### src/rtl/uart_pkg.sv
// Shared definitions for the buffered UART transmitter.
// Parity modes, TX state encoding and the bit-period divisor helper.
package uart_pkg;

  localparam int PAR_NONE = 0;
  localparam int PAR_EVEN = 1;
  localparam int PAR_ODD  = 2;

  typedef enum logic [2:0] {
    ST_IDLE,
    ST_START,
    ST_DATA,
    ST_PAR,
    ST_STOP,
    ST_BREAK,
    ST_MARK
  } tx_state_e;

  // Clock cycles per bit, rounded to nearest.
  function automatic int calc_div(input int clk_frq, input int baud);
    return (clk_frq + baud / 2) / baud;
  endfunction

endpackage

### src/rtl/sync_fifo.sv
// First-word-fall-through synchronous FIFO with registered pointers.
// Ports: clk, rst (sync, high), push/wdata in, pop/rdata out, level, full, empty.
module sync_fifo #(
  parameter int WIDTH = 8,
  parameter int DEPTH = 16
) (
  input  logic                   clk,
  input  logic                   rst,
  input  logic                   push,
  input  logic                   pop,
  input  logic [WIDTH-1:0]       wdata,
  output logic [WIDTH-1:0]       rdata,
  output logic [$clog2(DEPTH):0] level,
  output logic                   full,
  output logic                   empty
);

  localparam int AW = $clog2(DEPTH);
  localparam int LW = AW + 1;
  localparam logic [AW:0] FULL_LVL = LW'(DEPTH);

  logic [WIDTH-1:0] mem_q [DEPTH];
  logic [AW-1:0]    wr_ptr_q, wr_ptr_d;
  logic [AW-1:0]    rd_ptr_q, rd_ptr_d;
  logic [AW:0]      level_q, level_d;
  logic             do_push, do_pop;

  assign full    = (level_q == FULL_LVL);
  assign empty   = (level_q == '0);
  // A full FIFO refuses a write even when a pop happens the same cycle.
  assign do_push = push && !full;
  assign do_pop  = pop && !empty;
  assign rdata   = mem_q[rd_ptr_q];
  assign level   = level_q;

  always_comb begin
    wr_ptr_d = wr_ptr_q;
    rd_ptr_d = rd_ptr_q;
    level_d  = level_q;
    if (do_push) wr_ptr_d = wr_ptr_q + 1'b1;
    if (do_pop)  rd_ptr_d = rd_ptr_q + 1'b1;
    unique case ({do_push, do_pop})
      2'b10:   level_d = level_q + 1'b1;
      2'b01:   level_d = level_q - 1'b1;
      default: ;
    endcase
  end

  always_ff @(posedge clk) begin
    if (rst) begin
      wr_ptr_q <= '0;
      rd_ptr_q <= '0;
      level_q  <= '0;
    end else begin
      wr_ptr_q <= wr_ptr_d;
      rd_ptr_q <= rd_ptr_d;
      level_q  <= level_d;
    end
  end

  always_ff @(posedge clk) begin
    if (do_push) mem_q[wr_ptr_q] <= wdata;
  end

endmodule

### src/rtl/uart_tx_fifo.sv
// Buffered UART transmitter: FIFO, parity, gapless frames, line break.
// Ports: i_clk, i_rst (sync, high), i_data/i_valid/o_ready write side,
// i_break, o_tx serial line, o_busy, o_level FIFO occupancy.
module uart_tx_fifo
  import uart_pkg::*;
#(
  parameter int I_CLK_FRQ = 100_000_000,
  parameter int BAUD      = 115200,
  parameter int FRAME     = 8,
  parameter int PARITY    = PAR_NONE,
  parameter int STOP      = 1,
  parameter int DEPTH     = 16
) (
  input  logic                   i_clk,
  input  logic                   i_rst,
  input  logic [FRAME-1:0]       i_data,
  input  logic                   i_valid,
  output logic                   o_ready,
  input  logic                   i_break,
  output logic                   o_tx,
  output logic                   o_busy,
  output logic [$clog2(DEPTH):0] o_level
);

  localparam int DIV = calc_div(I_CLK_FRQ, BAUD);
  localparam int CW  = $clog2(DIV);
  localparam logic [CW-1:0] CNT_LAST  = CW'(DIV - 1);
  localparam logic [3:0]    DATA_LAST = 4'(FRAME - 1);
  localparam logic [3:0]    STOP_LAST = 4'(STOP - 1);
  localparam logic          PAR_INV   = (PARITY == PAR_ODD);

  tx_state_e        state_q, state_d;
  logic [CW-1:0]    cnt_q, cnt_d;
  logic [3:0]       bit_q, bit_d;
  logic [FRAME-1:0] sh_q, sh_d;
  logic             par_q, par_d;
  logic             tx_q, tx_d;
  logic             tick, load;
  logic             fifo_pop, fifo_full, fifo_empty;
  logic [FRAME-1:0] fifo_rdata;

  sync_fifo #(
    .WIDTH(FRAME),
    .DEPTH(DEPTH)
  ) u_fifo (
    .clk  (i_clk),
    .rst  (i_rst),
    .push (i_valid),
    .pop  (fifo_pop),
    .wdata(i_data),
    .rdata(fifo_rdata),
    .level(o_level),
    .full (fifo_full),
    .empty(fifo_empty)
  );

  assign tick    = (cnt_q == CNT_LAST);
  assign o_ready = !fifo_full;
  assign o_tx    = tx_q;
  assign o_busy  = (state_q != ST_IDLE) || !fifo_empty;

  always_comb begin
    state_d = state_q;
    cnt_d   = tick ? '0 : cnt_q + 1'b1;
    bit_d   = bit_q;
    sh_d    = sh_q;
    par_d   = par_q;
    load    = 1'b0;
    unique case (state_q)
      ST_IDLE: begin
        cnt_d = '0;
        if (i_break) state_d = ST_BREAK;
        else if (!fifo_empty) load = 1'b1;
      end
      ST_START: begin
        if (tick) begin
          state_d = ST_DATA;
          bit_d   = '0;
        end
      end
      ST_DATA: begin
        if (tick) begin
          sh_d  = sh_q >> 1;
          bit_d = bit_q + 1'b1;
          if (bit_q == DATA_LAST) begin
            bit_d   = '0;
            state_d = (PARITY != PAR_NONE) ? ST_PAR : ST_STOP;
          end
        end
      end
      ST_PAR: begin
        if (tick) state_d = ST_STOP;
      end
      // Stop bits and post-break mark both end by chaining straight
      // into the next queued frame, so there is no idle gap.
      ST_STOP, ST_MARK: begin
        if (tick) begin
          bit_d = bit_q + 1'b1;
          if (bit_q == STOP_LAST) begin
            bit_d = '0;
            if (!fifo_empty && !i_break) load = 1'b1;
            else state_d = ST_IDLE;
          end
        end
      end
      ST_BREAK: begin
        cnt_d = '0;
        bit_d = '0;
        if (!i_break) state_d = ST_MARK;
      end
      default: state_d = ST_IDLE;
    endcase
    if (load) begin
      state_d = ST_START;
      cnt_d   = '0;
      bit_d   = '0;
      sh_d    = fifo_rdata;
      par_d   = (^fifo_rdata) ^ PAR_INV;
    end
    fifo_pop = load;
    // Line level is registered from the next state to keep the pin clean.
    unique case (state_d)
      ST_START, ST_BREAK: tx_d = 1'b0;
      ST_DATA:            tx_d = sh_d[0];
      ST_PAR:             tx_d = par_d;
      default:            tx_d = 1'b1;
    endcase
  end

  always_ff @(posedge i_clk) begin
    if (i_rst) begin
      state_q <= ST_IDLE;
      cnt_q   <= '0;
      bit_q   <= '0;
      sh_q    <= '0;
      par_q   <= 1'b0;
      tx_q    <= 1'b1;
    end else begin
      state_q <= state_d;
      cnt_q   <= cnt_d;
      bit_q   <= bit_d;
      sh_q    <= sh_d;
      par_q   <= par_d;
      tx_q    <= tx_d;
    end
  end

endmodule

### config.mk
export PLATFORM = sky130hd
export DESIGN_NAME = uart_tx_fifo
export DESIGN_NICKNAME = d
export VERILOG_FILES = /design/src/rtl/uart_pkg.sv /design/src/rtl/sync_fifo.sv /design/src/rtl/uart_tx_fifo.sv
export SDC_FILE = /design/constraint.sdc
export NUM_CORES = 1
export LEC_CHECK = 0
export ABC_AREA = 1
export CORE_ASPECT_RATIO = 0.75
export CORE_MARGIN = 2
export CORE_UTILIZATION = 34
export DETAILED_ROUTE_END_ITERATION = 7
export GPL_ROUTABILITY_DRIVEN = 0
export GPL_TIMING_DRIVEN = 1
export PLACE_DENSITY = 0.53
export SYNTH_ARGS = -nofsm -noshare
export SYNTH_HDL_FRONTEND = slang
export SYNTH_HIERARCHICAL = 1
export SYNTH_SLANG_ARGS = --single-unit
### constraint.sdc
create_clock -name i_clk -period 6.6 [get_ports i_clk]
set_input_delay 0.66 -clock i_clk [delete_from_list [all_inputs] [get_ports i_clk]]
set_output_delay 0.66 -clock i_clk [all_outputs]
set_load 0.01 [all_outputs]
After elaboration in Yosys (flattened, before gate mapping)

Memories as Yosys holds them, arrays and structs flattened. A register that Yosys moved wholly into a read port is not among the register bits.
Cells that the tools add are included.

Memories kept: 1
Logic and storage cells: 90
Output and inout port bits: 8
Register bits after elaboration: 40
Input bits: 12
RAM bits: 128

Multiplexer cells: 33
Add/sub/neg operators: 6
Reduce and logical (&&, ||, !) cells: 22
Eq/ne operators: 18

Memories:

| memory       | words | width | read ports | clocked after memory_dff | wr ports | line            | text |
|---|---|---|---|---|---|---|---|
| u_fifo.mem_q | 16    | 8     | 1          | 1                        | 1        | sync_fifo.sv:22 | `logic [WIDTH-1:0] mem_q [DEPTH];` |

Operators with widths:

| cell                                                                  | number |
|---|---|
| 3-bit 2-to-1 mux                                                      | 10 |
| 4-bit 2-to-1 mux                                                      | 7 |
| 8-bit 2-to-1 mux                                                      | 3 |
| 3-bit one-hot mux with 6 select lines                                 | 1 |
| 4-bit one-hot mux with 4 select lines                                 | 1 |
| 4-bit by 1-bit adder with 4-bit output, second input constant         | 3 |
| 3-bit by 2-bit equality test with 1-bit output, second input constant | 4 |
| 3-bit equality test, second input constant                            | 4 |
| 10-bit by 1-bit adder with 10-bit output, second input constant       | 1 |
| 10-bit equality test, second input constant                           | 1 |
| 5-bit one-hot mux with 2 select lines                                 | 1 |
| 1-bit 2-to-1 mux                                                      | 8 |
| 8-bit parity                                                          | 1 |
| 3-bit by 1-bit equality test with 1-bit output, second input constant | 2 |
| 2-bit != test, second input constant                                  | 3 |
| 2-bit nonzero test                                                    | 3 |
| 2-bit OR reduction                                                    | 3 |
| 5-bit by 1-bit adder with 5-bit output, second input constant         | 1 |
| 5-bit equality test, second input constant                            | 1 |
| 5-bit zero test                                                       | 1 |
| 5-bit OR reduction                                                    | 1 |
| 5-bit by 1-bit subtractor with 5-bit output, second input constant    | 1 |
| 4-bit by 3-bit equality test with 1-bit output, second input constant | 1 |
| 4-bit zero test                                                       | 1 |
| other kinds (12)                                                      | 16 |

Longest topological paths before layout

Gate-level depths: netlist of the first run.

Depth after elaboration: 11
Mapped depth: 21
Depth with buffers taken out: 21

By module

Netlist of the first run, hierarchy kept.

Modules (own cells, without submodules):

| module       | cells each | area an instance (sq um) | seq. area each (sq um) | instances |
|---|---|---|---|---|
| sync_fifo    | 474        | 6067.1                   | 4184.0                 | 1 |
| uart_tx_fifo | 269        | 1757.9                   | 540.5                  | 1 |

Least setup slack after synthesis of the first run

OpenSTA, ideal clock, no wires.

Path kind: flip-flop to flip-flop
Start: register u_fifo.level_q[1], in the netlist u_fifo/level[1]
End: register u_fifo.level_q[4], in the netlist u_fifo/level[4]
Cell stages (with the launch flop): 21
Arrival time: 2.502 ns
Buffers on the path: 0
Data required time: 6.491 ns
Library setup time: 0.109 ns
Setup slack: 3.989 ns
Clock period less this slack: 2.611 ns
Path through: dfxtp_1 -> nor2_2 -> nand3_2 -> inv_1 -> nor2_4 -> inv_1 -> nor2_1 -> nand4_4 -> nand2_4 -> nand2_4 -> inv_4 -> ha_1 -> xor2_1 -> ha_1 -> inv_1 -> nand2_2 -> nand2_2 -> nand3_1 -> nand3_1 -> nand2_1 -> inv_1

Longest elaborated chain between the ends: 10
Elaborated cells on any way between the ends: 19
Those cells by class: add/sub (2); eq/ne (3); mux (7); reduce/logical (7)

Ends and longest elaborated chain:

| item                                                                                  | line                | text |
|---|---|---|
| start, declared                                                                       | sync_fifo.sv:25     | `logic [AW:0] level_q, level_d;` |
| start signal, assigned                                                                | sync_fifo.sv:57     | `level_q <= level_d;` |
| 5-bit zero test (*)                                                                   | sync_fifo.sv:29     | `assign empty = (level_q == '0);` |
| named net fifo_empty                                                                  | uart_tx_fifo.sv:39  | `logic fifo_pop, fifo_full, fifo_empty;` |
| 1-bit zero test                                                                       | uart_tx_fifo.sv:101 | `if (!fifo_empty && !i_break) load = 1'b1;` |
| 1-bit logical AND                                                                     | uart_tx_fifo.sv:101 |  |
| 1-bit 2-to-1 mux                                                                      | uart_tx_fifo.sv:101 |  |
| 1-bit 2-to-1 mux                                                                      | uart_tx_fifo.sv:99  | `if (bit_q == STOP_LAST) begin` |
| 1-bit 2-to-1 mux                                                                      | uart_tx_fifo.sv:97  | `if (tick) begin` |
| 1-bit one-hot mux with 2 select lines (*)                                             | uart_tx_fifo.sv:69  | `unique case (state_q)` |
| named net fifo_pop                                                                    | uart_tx_fifo.sv:39  |  |
| 1-bit logical AND (*)                                                                 | sync_fifo.sv:32     | `assign do_pop = pop && !empty;` |
| named net u_fifo.do_pop                                                               | sync_fifo.sv:26     | `logic do_push, do_pop;` |
| 2-bit by 1-bit equality test with 1-bit output or 2-bit equality test (tied branches) | sync_fifo.sv:42     | `unique case ({do_push, do_pop})` |
| 5-bit one-hot mux with 2 select lines or 2-bit nonzero test (tied branches)           | n/a                 |  |

Mark *: on every way through the listed nets, which the timed path passes. The rest lies on a longest branch.
A chain may end at the register's enable or synchronous reset.

==> results of run 1 <==
## metrics by stage
stage,hold slack (ns),cell area (µm²),instances,setup WS (ns)
CTS,0.4566,8895,1074,3.555
detailed placement,0.4420,8297,1042,3.360
floorplan,0.4175,7825,743,3.989
global route,0.4800,8895,1074,3.282
finish,0.4557,8895,1074,3.587
global placement,0.4295,8297,1042,3.423
## final timing paths
kind                   end      start
hold reg to reg   cnt_q[0]   cnt_q[0]
hold / removal    cnt_q[0]   cnt_q[0]
setup reg to reg      o_tx  flip-flop
setup / recovery      o_tx  flip-flop
## sequential cells by signal (all words and copies together) (netlist names), 3 cells and up, named ones only
| signal | cells |
|---|---|
| bit_q | 4 |
| u_fifo/mem_q | 128 |
| state_q | 3 |
| u_fifo/wr_ptr_q | 4 |
| u_fifo/rd_ptr_q | 4 |
| u_fifo/level | 5 |
| cnt_q | 10 |
| sh_q | 8 |
## final cells by class
class                      instances  area (µm²)  share of cell area, %
sequential                       172        4728                  53.16
multi-input combinational        448        2601                  29.24
clock buffer                      17       425.4                  4.783
inverter                         100       379.1                  4.262
tap                              300       375.4                  4.220
timing repair buffer              22       212.7                  2.391
clock inverter                    15       172.7                  1.941
## critical path, cell delays in order (launching register included)
cell and delay, ns:
sky130_fd_sc_hd__dfxtp_4 0.69, sky130_fd_sc_hd__buf_4 0.61, sky130_fd_sc_hd__mux2i_1 0.26, sky130_fd_sc_hd__o21ai_0 0.11, sky130_fd_sc_hd__o211ai_1 0.27, sky130_fd_sc_hd__nand2_1 0.20, sky130_fd_sc_hd__xnor2_1 0.23, sky130_fd_sc_hd__nand2_1 0.08
sky130_fd_sc_hd__nand2_1 0.06, sky130_fd_sc_hd__nand2_1 0.05, sky130_fd_sc_hd__nand2_1 0.06, sky130_fd_sc_hd__nand2_1 0.06, sky130_fd_sc_hd__nand3_1 0.07, sky130_fd_sc_hd__nand2_1 0.05, sky130_fd_sc_hd__nand2_1 0.06, sky130_fd_sc_hd__nand2_1 0.04
## cells in the final DEF, fill, tap and decap left out, types with 4 or more instances in the layout
master and count:
sky130_fd_sc_hd__nand3_1 38, sky130_fd_sc_hd__nor2_2 7, sky130_fd_sc_hd__nand3_2 4, sky130_fd_sc_hd__nand2_4 6, sky130_fd_sc_hd__nor2_1 64, sky130_fd_sc_hd__a21oi_1 50, sky130_fd_sc_hd__nor3_1 5, sky130_fd_sc_hd__nand4_1 10
sky130_fd_sc_hd__o211ai_1 32, sky130_fd_sc_hd__inv_1 92, sky130_fd_sc_hd__o21ai_0 50, sky130_fd_sc_hd__edfxtp_1 128, sky130_fd_sc_hd__nand2_2 7, sky130_fd_sc_hd__nand2_1 102, sky130_fd_sc_hd__clkdlybuf4s50_1 19, sky130_fd_sc_hd__mux2i_1 32
sky130_fd_sc_hd__dfxtp_1 43, sky130_fd_sc_hd__inv_2 6, sky130_fd_sc_hd__clkbuf_16 17, sky130_fd_sc_hd__xor2_1 10, sky130_fd_sc_hd__ha_1 11, sky130_fd_sc_hd__clkinv_8 5, sky130_fd_sc_hd__inv_8 4
## routing by layer
| layer | routed length [µm] | vias up |
|---|---|---|
| met5 | 0 | - |
| met4 | 228 | 0 |
| met3 | 742 | 19 |
| met1 | 8997 | 2469 |
| li1 | - | 2594 |
| met2 | 7125 | 119 |
## power by group through the flow
| stage | clock (mW) | combinational, mW | sequential, mW |
|---|---|---|---|
| 4_1_cts | 1.01 | 1.05 | 1.34 |
| 2_1_floorplan | 0 | 0.825 | 1.32 |
| 3_5_place_dp | 0 | 1.05 | 1.37 |
| 3_3_place_gp | 0 | 1.04 | 1.37 |
| 5_1_grt | 1.05 | 1.18 | 1.36 |
| 6_report | 0.985 | 1.05 | 1.34 |
## kinds of logic after synthesis
family | share of synthesized area, %
AND/OR/NAND/NOR | 15.78
flip-flops | 60.38
AO/OA/AOI/OAI | 10.15
buffers and inverters | 6.380
multiplexers | 4.093
XOR/XNOR | 1.455
adder cells (fa/ha/maj) | 1.759
==> impl_summary.log, run 1 <==
[metrics] maximum clock rate: 331.9 MHz
[metrics] die span in x: 179.2 µm
[metrics] Post-CTS Setup Inserts: 0
[metrics] worst min-delay path class: flip-flop to flip-flop
[metrics] signed area change from the synthesized netlist to the final layout: 13.67%
[metrics] met1 track demand over resource: 22.91%
[metrics] Post-layout nets: 784
[metrics] Worst-Skew Late Latency: 0.43 ns
[metrics] mean instance size in the synthesized netlist: 10.53 µm²
[metrics] total number of H-tree levels: 4
[metrics] leakage power summed over all cells: 3.220 nW
[metrics] total wire length: 17.09 mm
[metrics] number of cells on the worst hold path: 1
[metrics] met3 layer usage reported by global route: 3.199%
[metrics] worst-case clock buffer depth: 2
[metrics] post-synthesis async set-or-reset flop share: 0%
[metrics] number of cells produced by synthesis: 743
[metrics] dominant register cell in the synthesized netlist: sky130_fd_sc_hd__edfxtp_1
[metrics] number of ports placed on the die boundary: 20
[metrics] relative contribution of sequential cells to total power: 39.7%
[metrics] Post-Syn Area: 7825 µm²
[metrics] DP HPWL: 11.08 mm
[metrics] post-route antenna net violation count: 0
[metrics] skew final: 0.01299 ns
[metrics] Synth warnings: 6
[metrics] Hold Vio Cnt, Final: 0
[metrics] number of max-slew violations in the final report: 0
[metrics] FF-to-FF setup slack: 3.59 ns
[metrics] Row Count: 48
[metrics] M2 GR Usage: 19.87%
[metrics] fraction of final layout cells sized beyond drive strength 1: 10.21%
[metrics] routed length per placed instance: 15.92 µm
[metrics] number of unique standard cell types used by synthesis: 38
[metrics] cell types with the highest counts after synthesis: sky130_fd_sc_hd__edfxtp_1 (128), sky130_fd_sc_hd__nand2_1 (102), sky130_fd_sc_hd__inv_1 (92), sky130_fd_sc_hd__nor2_1 (64)
[metrics] global-route layer with the greatest usage: met1
[metrics] full die area: 24,260 µm²
[metrics] worst path arrival time: 3.35 ns
[metrics] standard cell core area: 22,820 µm²
[metrics] post-synth top area cell: sky130_fd_sc_hd__edfxtp_1
[metrics] DRC Markers: 0
[metrics] detailed-route via count: 5,201
[metrics] worst voltage drop across the vdd grid: 0.0001585 V
[metrics] number of max-capacitance violations reported: 0
[metrics] combinational cell fraction of total power: 31.1%
[metrics] internal power consumption: 2.134 mW
[metrics] number of antenna repair diodes: 0
[metrics] Initial DRT Pass Iterations: 5
[metrics] Chip Height: 135.4 µm
[metrics] setup total negative slack: 0 ns
[metrics] wire length of the first global-routing pass: 26.45 mm
[metrics] aggregate global routing overflow: 0
[metrics] EDFF count, synth: 128
[metrics] number of sinks handled by clock tree synthesis: 172
[metrics] root buf cell: sky130_fd_sc_hd__clkbuf_16
[metrics] number of cells traversed by the worst register-to-register path: 15
[metrics] final critical delay including setup and external delays: 3.013 ns
[metrics] total setup violations reported at the end of the flow: 0
[metrics] run status: finished clean
[metrics] fraction of the cycle the final worst path needs: 45.65%
[metrics] required time worst endpoint: 6.93 ns
[metrics] global-route total usage across every layer: 14.61%
[metrics] total power of the final layout: 3.376 mW
[metrics] slew at the pin closest to its max-slew limit: 0.9926 ns
[metrics] slew margin rel.: 33.74%
[metrics] antenna violations before repair: 0
[metrics] pin count of the biggest net entering global routing: 51
[metrics] TritonCTS clock tree: built
[metrics] final design utilization: 38.97%
[metrics] per-cell via count in the routed design: 4.843
[metrics] leading cell type by number of instances after synthesis: sky130_fd_sc_hd__edfxtp_1
[metrics] number of global-route vias before repair: 4,614
[metrics] kind of critical path: flip-flop to flip-flop
[metrics] net switching component of the power: 1.242 mW
[metrics] clock buffer count from CTS: 17
[metrics] Synth Net Count: 766
[metrics] proportion of synthesized chip area in sequential cells: 60.38%
[metrics] DR iter-0 viols: 408
[metrics] clock transition at the registers of the reported paths: 0.08 ns
[metrics] number of fill cells: 2,208
[metrics] number of hold buffers added after CTS: 0
[metrics] switching portion of total power: 36.79%
[metrics] CP max FO: 50
[metrics] Resize count post-CTS: 0
[metrics] fraction of power consumed by the clock network: 29.2%
[metrics] top area cells in the synthesized netlist: sky130_fd_sc_hd__edfxtp_1 (49%), sky130_fd_sc_hd__dfxtp_1 (11%), sky130_fd_sc_hd__nand2_1 (4.9%)
[metrics] category of the worst setup path launch point: flip-flop
[metrics] power density over the cells: 379.6 nW/µm²
[metrics] synthesized flop and latch total: 172
[metrics] Port Buf Inserts: 19
[metrics] CP endpoint kind: flip-flop
[metrics] setup repair after global routing missed its margin: false
[metrics] portion of synthesized cell area occupied by the leading cell type: 49.12%
[metrics] starting density of the core: 34.29%
Note: power is estimated with default switching activity, not from simulation.
==> run 2: changes to the inputs <==
--- a/config.mk
+++ b/config.mk
@@ -12,7 +12,7 @@
 export DETAILED_ROUTE_END_ITERATION = 7
 export GPL_ROUTABILITY_DRIVEN = 0
 export GPL_TIMING_DRIVEN = 1
-export PLACE_DENSITY = 0.53
+export PLACE_DENSITY = 0.55
 export SYNTH_ARGS = -nofsm -noshare
 export SYNTH_HDL_FRONTEND = slang
 export SYNTH_HIERARCHICAL = 1
==> constraint.sdc (replaced) <==
create_clock -name i_clk -period 2.65 [get_ports i_clk]
set_input_delay 0.265 -clock i_clk [delete_from_list [all_inputs] [get_ports i_clk]]
set_output_delay 0.265 -clock i_clk [all_outputs]
set_load 0.01 [all_outputs]
==> run 2 against run 1 <==
  * Fmax up 24%
  * Final cell count is 3.4% higher
  * Sequential cell count did not move
  * Hold slack got worse by 0.0072 ns
  * Global-route usage shrank 0.15 points
  * Non-clock buffer count grew 36
  * Sequential power up 140%
  * Via count grew 1.4%
  * First-iteration DRC count grew 18%
  * Critical path type unchanged
  * Largest cell class unchanged
==> impl_summary.log, run 2 (same netlist as run 1, synthesis figures left out) <==
[metrics] run status: finished clean
[metrics] worst voltage drop across the vdd grid: 0.0005330 V
[metrics] number of ports placed on the die boundary: 20
[metrics] worst-case clock buffer depth: 2
[metrics] worst path arrival time: 2.75 ns
[metrics] Worst-Skew Late Latency: 0.42 ns
[metrics] Initial DRT Pass Iterations: 5
[metrics] placed standard-cell area: 8584 µm²
[metrics] Largest register FFs: 128
[metrics] detailed-route via count: 5,276
[metrics] per-cell via count in the routed design: 4.753
[metrics] Final Cell Area: 9193 µm²
[metrics] skew final: 0.01252 ns
[metrics] most flop-heavy register: u_fifo/mem_q
[metrics] registers with the highest flip-flop counts: u_fifo/mem_q (128), cnt_q (10), sh_q (8)
[metrics] Chip Height: 135.4 µm
[metrics] TritonCTS clock tree: built
[metrics] slew at the pin closest to its max-slew limit: 0.8501 ns
[metrics] maximum clock rate: 412.3 MHz
[metrics] CP max FO: 4
[metrics] switching portion of total power: 36.33%
[metrics] post-route insts no fill: 1,110
[metrics] DR iter-0 viols: 483
[metrics] required time worst endpoint: 2.97 ns
[metrics] worst min-delay path class: flip-flop to flip-flop
[metrics] relative contribution of sequential cells to total power: 37.9%
[metrics] Post-layout nets: 820
[metrics] number of fill cells: 2,223
[metrics] fraction of final layout cells sized beyond drive strength 1: 14.69%
[metrics] leakage power summed over all cells: 3.411 nW
[metrics] routed length per placed instance: 15.44 µm
[metrics] Row Count: 48
[metrics] fraction of the cycle the final worst path needs: 91.51%
[metrics] reg-to-reg critical path startpoint: u_fifo/level[3]
[metrics] global-route total usage across every layer: 14.46%
[metrics] DP HPWL: 11.52 mm
[metrics] root buf cell: sky130_fd_sc_hd__clkbuf_16
[metrics] number of antenna repair diodes: 0
[metrics] Placed Instances: 1,077
[metrics] DRC Markers: 0
[metrics] starting density of the core: 34.29%
[metrics] startpoint of the lowest-slack hold path: cnt_q[0]
[metrics] die span in x: 179.2 µm
[metrics] FF-to-FF setup slack: 0.22 ns
[metrics] total setup violations reported at the end of the flow: 0
[metrics] final critical delay including setup and external delays: 2.425 ns
[metrics] WHS Endpoint: cnt_q[0]
[metrics] CP endpoint kind: flip-flop
[metrics] total number of H-tree levels: 4
[metrics] aggregate global routing overflow: 0
[metrics] commonest cells after routing, fill and taps aside: sky130_fd_sc_hd__edfxtp_1 (128), sky130_fd_sc_hd__nand2_1 (102), sky130_fd_sc_hd__inv_1 (92)
[metrics] kind of critical path: flip-flop to flip-flop
[metrics] most frequent standard cell in the layout excluding fill and tap cells: sky130_fd_sc_hd__edfxtp_1
[metrics] number of max-slew violations in the final report: 0
[metrics] post-route antenna net violation count: 0
[metrics] number of cells traversed by the worst register-to-register path: 20
[metrics] internal power consumption: 5.477 mW
[metrics] end of the worst register-to-register path: u_fifo/level[4]
[metrics] total wire length: 17.14 mm
[metrics] power density over the cells: 935.8 nW/µm²
[metrics] category of the worst setup path launch point: flip-flop
[metrics] number of sinks handled by clock tree synthesis: 172
[metrics] full die area: 24,260 µm²
[metrics] number of global-route vias before repair: 4,625
[metrics] clock transition at the registers of the reported paths: 0.07 ns
[metrics] clock buffer count from CTS: 17
[metrics] Port Buf Inserts: 19
[metrics] pin count of the biggest net entering global routing: 34
[metrics] net switching component of the power: 3.125 mW
[metrics] combinational cell fraction of total power: 33.8%
[metrics] standard cell core area: 22,820 µm²
[metrics] slew margin rel.: 43.15%
[metrics] fraction of power consumed by the clock network: 28.3%
[metrics] antenna violations before repair: 0
[metrics] number of max-capacitance violations reported: 0
[metrics] Hold Vio Cnt, Final: 0
[metrics] signed area change from the synthesized netlist to the final layout: 17.48%
[metrics] number of cells on the worst hold path: 1
[metrics] wire length of the first global-routing pass: 26.14 mm
[run 2: cell count changes in the layout (fill, tap and decap cells not counted), sizes merged]
cell	previous run	this run
buf	3	39
clkinv	7	5
inv	106	108
[run 2: what timing repair did]
| item | CTS | global route |
|---|---|---|
| hold buffers | 0 | 0 |
| resized for setup | 0 | 4 |
| hold endpoints to repair | 0 | 0 |
| setup buffers | 0 | 1 |
| endpoints found under the setup margin | 0 | 3 |
[run 2: per-layer routing]
| layer | part of all wire [%] | track usage (%) |
|---|---|---|
| met1 | 53 | 23.15 |
| met2 | 42 | 19.83 |
| met3 | 4.0 | 2.609 |
| met4 | 0.97 | 3.584 |
| met5 | 0 | 0 |
[run 2: layout make-up]
class	instances	area, µm²	area share [%]
multi-input combinational	448	2614	28.43
tap	300	375.4	4.083
clock inverter	15	161.4	1.756
timing repair buffer	58	508.0	5.526
clock buffer	17	425.4	4.628
sequential	172	4730	51.45
inverter	100	379.1	4.124
[run 2: through the flow]
step | TNS [ns] | setup slack [ns] | util, % | hold slack, ns | power, mW
6_report | 0 | 0.2249 | 40.28 | 0.4485 | 8.603
5_1_grt | -0.001215 | -0.001215 | 40.28 | 0.4680 | 9.130
3_5_place_dp | 0 | 0.04092 | 37.62 | 0.4402 | 6.204
4_1_cts | 0 | 0.09594 | 40.19 | 0.4499 | 8.636
2_1_floorplan | 0 | 0.03883 | - | 0.3374 | 5.333
3_3_place_gp | 0 | 0.05541 | 37.62 | 0.4282 | 6.201
[run 2: power groups by stage]
stage / Clock [mW] / Combinational, mW / Sequential [mW]
after floorplan: 0 / 2.05 / 3.28
after global routing: 2.59 / 3.26 / 3.28
final: 2.43 / 2.91 / 3.26
after global placement: 0 / 2.87 / 3.34
after CTS: 2.48 / 2.87 / 3.28
after detailed placement: 0 / 2.86 / 3.34
[run 2: worst max-delay path by stage]
stage / endpoint / from / depth (start not counted)
final: u_fifo/level[4] / u_fifo/level[3] / 20
after global placement: u_fifo/level[4] / i_break / 18
after CTS: u_fifo/level[4] / u_fifo/level[3] / 20
after global routing: u_fifo/level[4] / u_fifo/level[3] / 20
after floorplan: u_fifo/level[4] / u_fifo/level[1] / 20
after detailed placement: u_fifo/level[4] / i_break / 18
[run 2: worst max-delay path, stage by stage (launching register included)]
cell                      delay [ns]
sky130_fd_sc_hd__dfxtp_2        0.37
sky130_fd_sc_hd__nor2_2         0.06
sky130_fd_sc_hd__nand3_2        0.10
sky130_fd_sc_hd__inv_1          0.10
sky130_fd_sc_hd__nor2_4         0.11
sky130_fd_sc_hd__inv_1          0.05
sky130_fd_sc_hd__nor2_2         0.13
sky130_fd_sc_hd__nand4_4        0.12
sky130_fd_sc_hd__nand2_4        0.10
sky130_fd_sc_hd__nand2_4        0.07
sky130_fd_sc_hd__inv_4          0.05
sky130_fd_sc_hd__ha_2           0.25
sky130_fd_sc_hd__xor2_1         0.21
sky130_fd_sc_hd__ha_1           0.17
sky130_fd_sc_hd__inv_1          0.04
sky130_fd_sc_hd__nand2_2        0.07
sky130_fd_sc_hd__nand2_2        0.05
sky130_fd_sc_hd__nand3_1        0.08
sky130_fd_sc_hd__nand3_1        0.08
sky130_fd_sc_hd__nand2_1        0.06
sky130_fd_sc_hd__inv_1          0.03
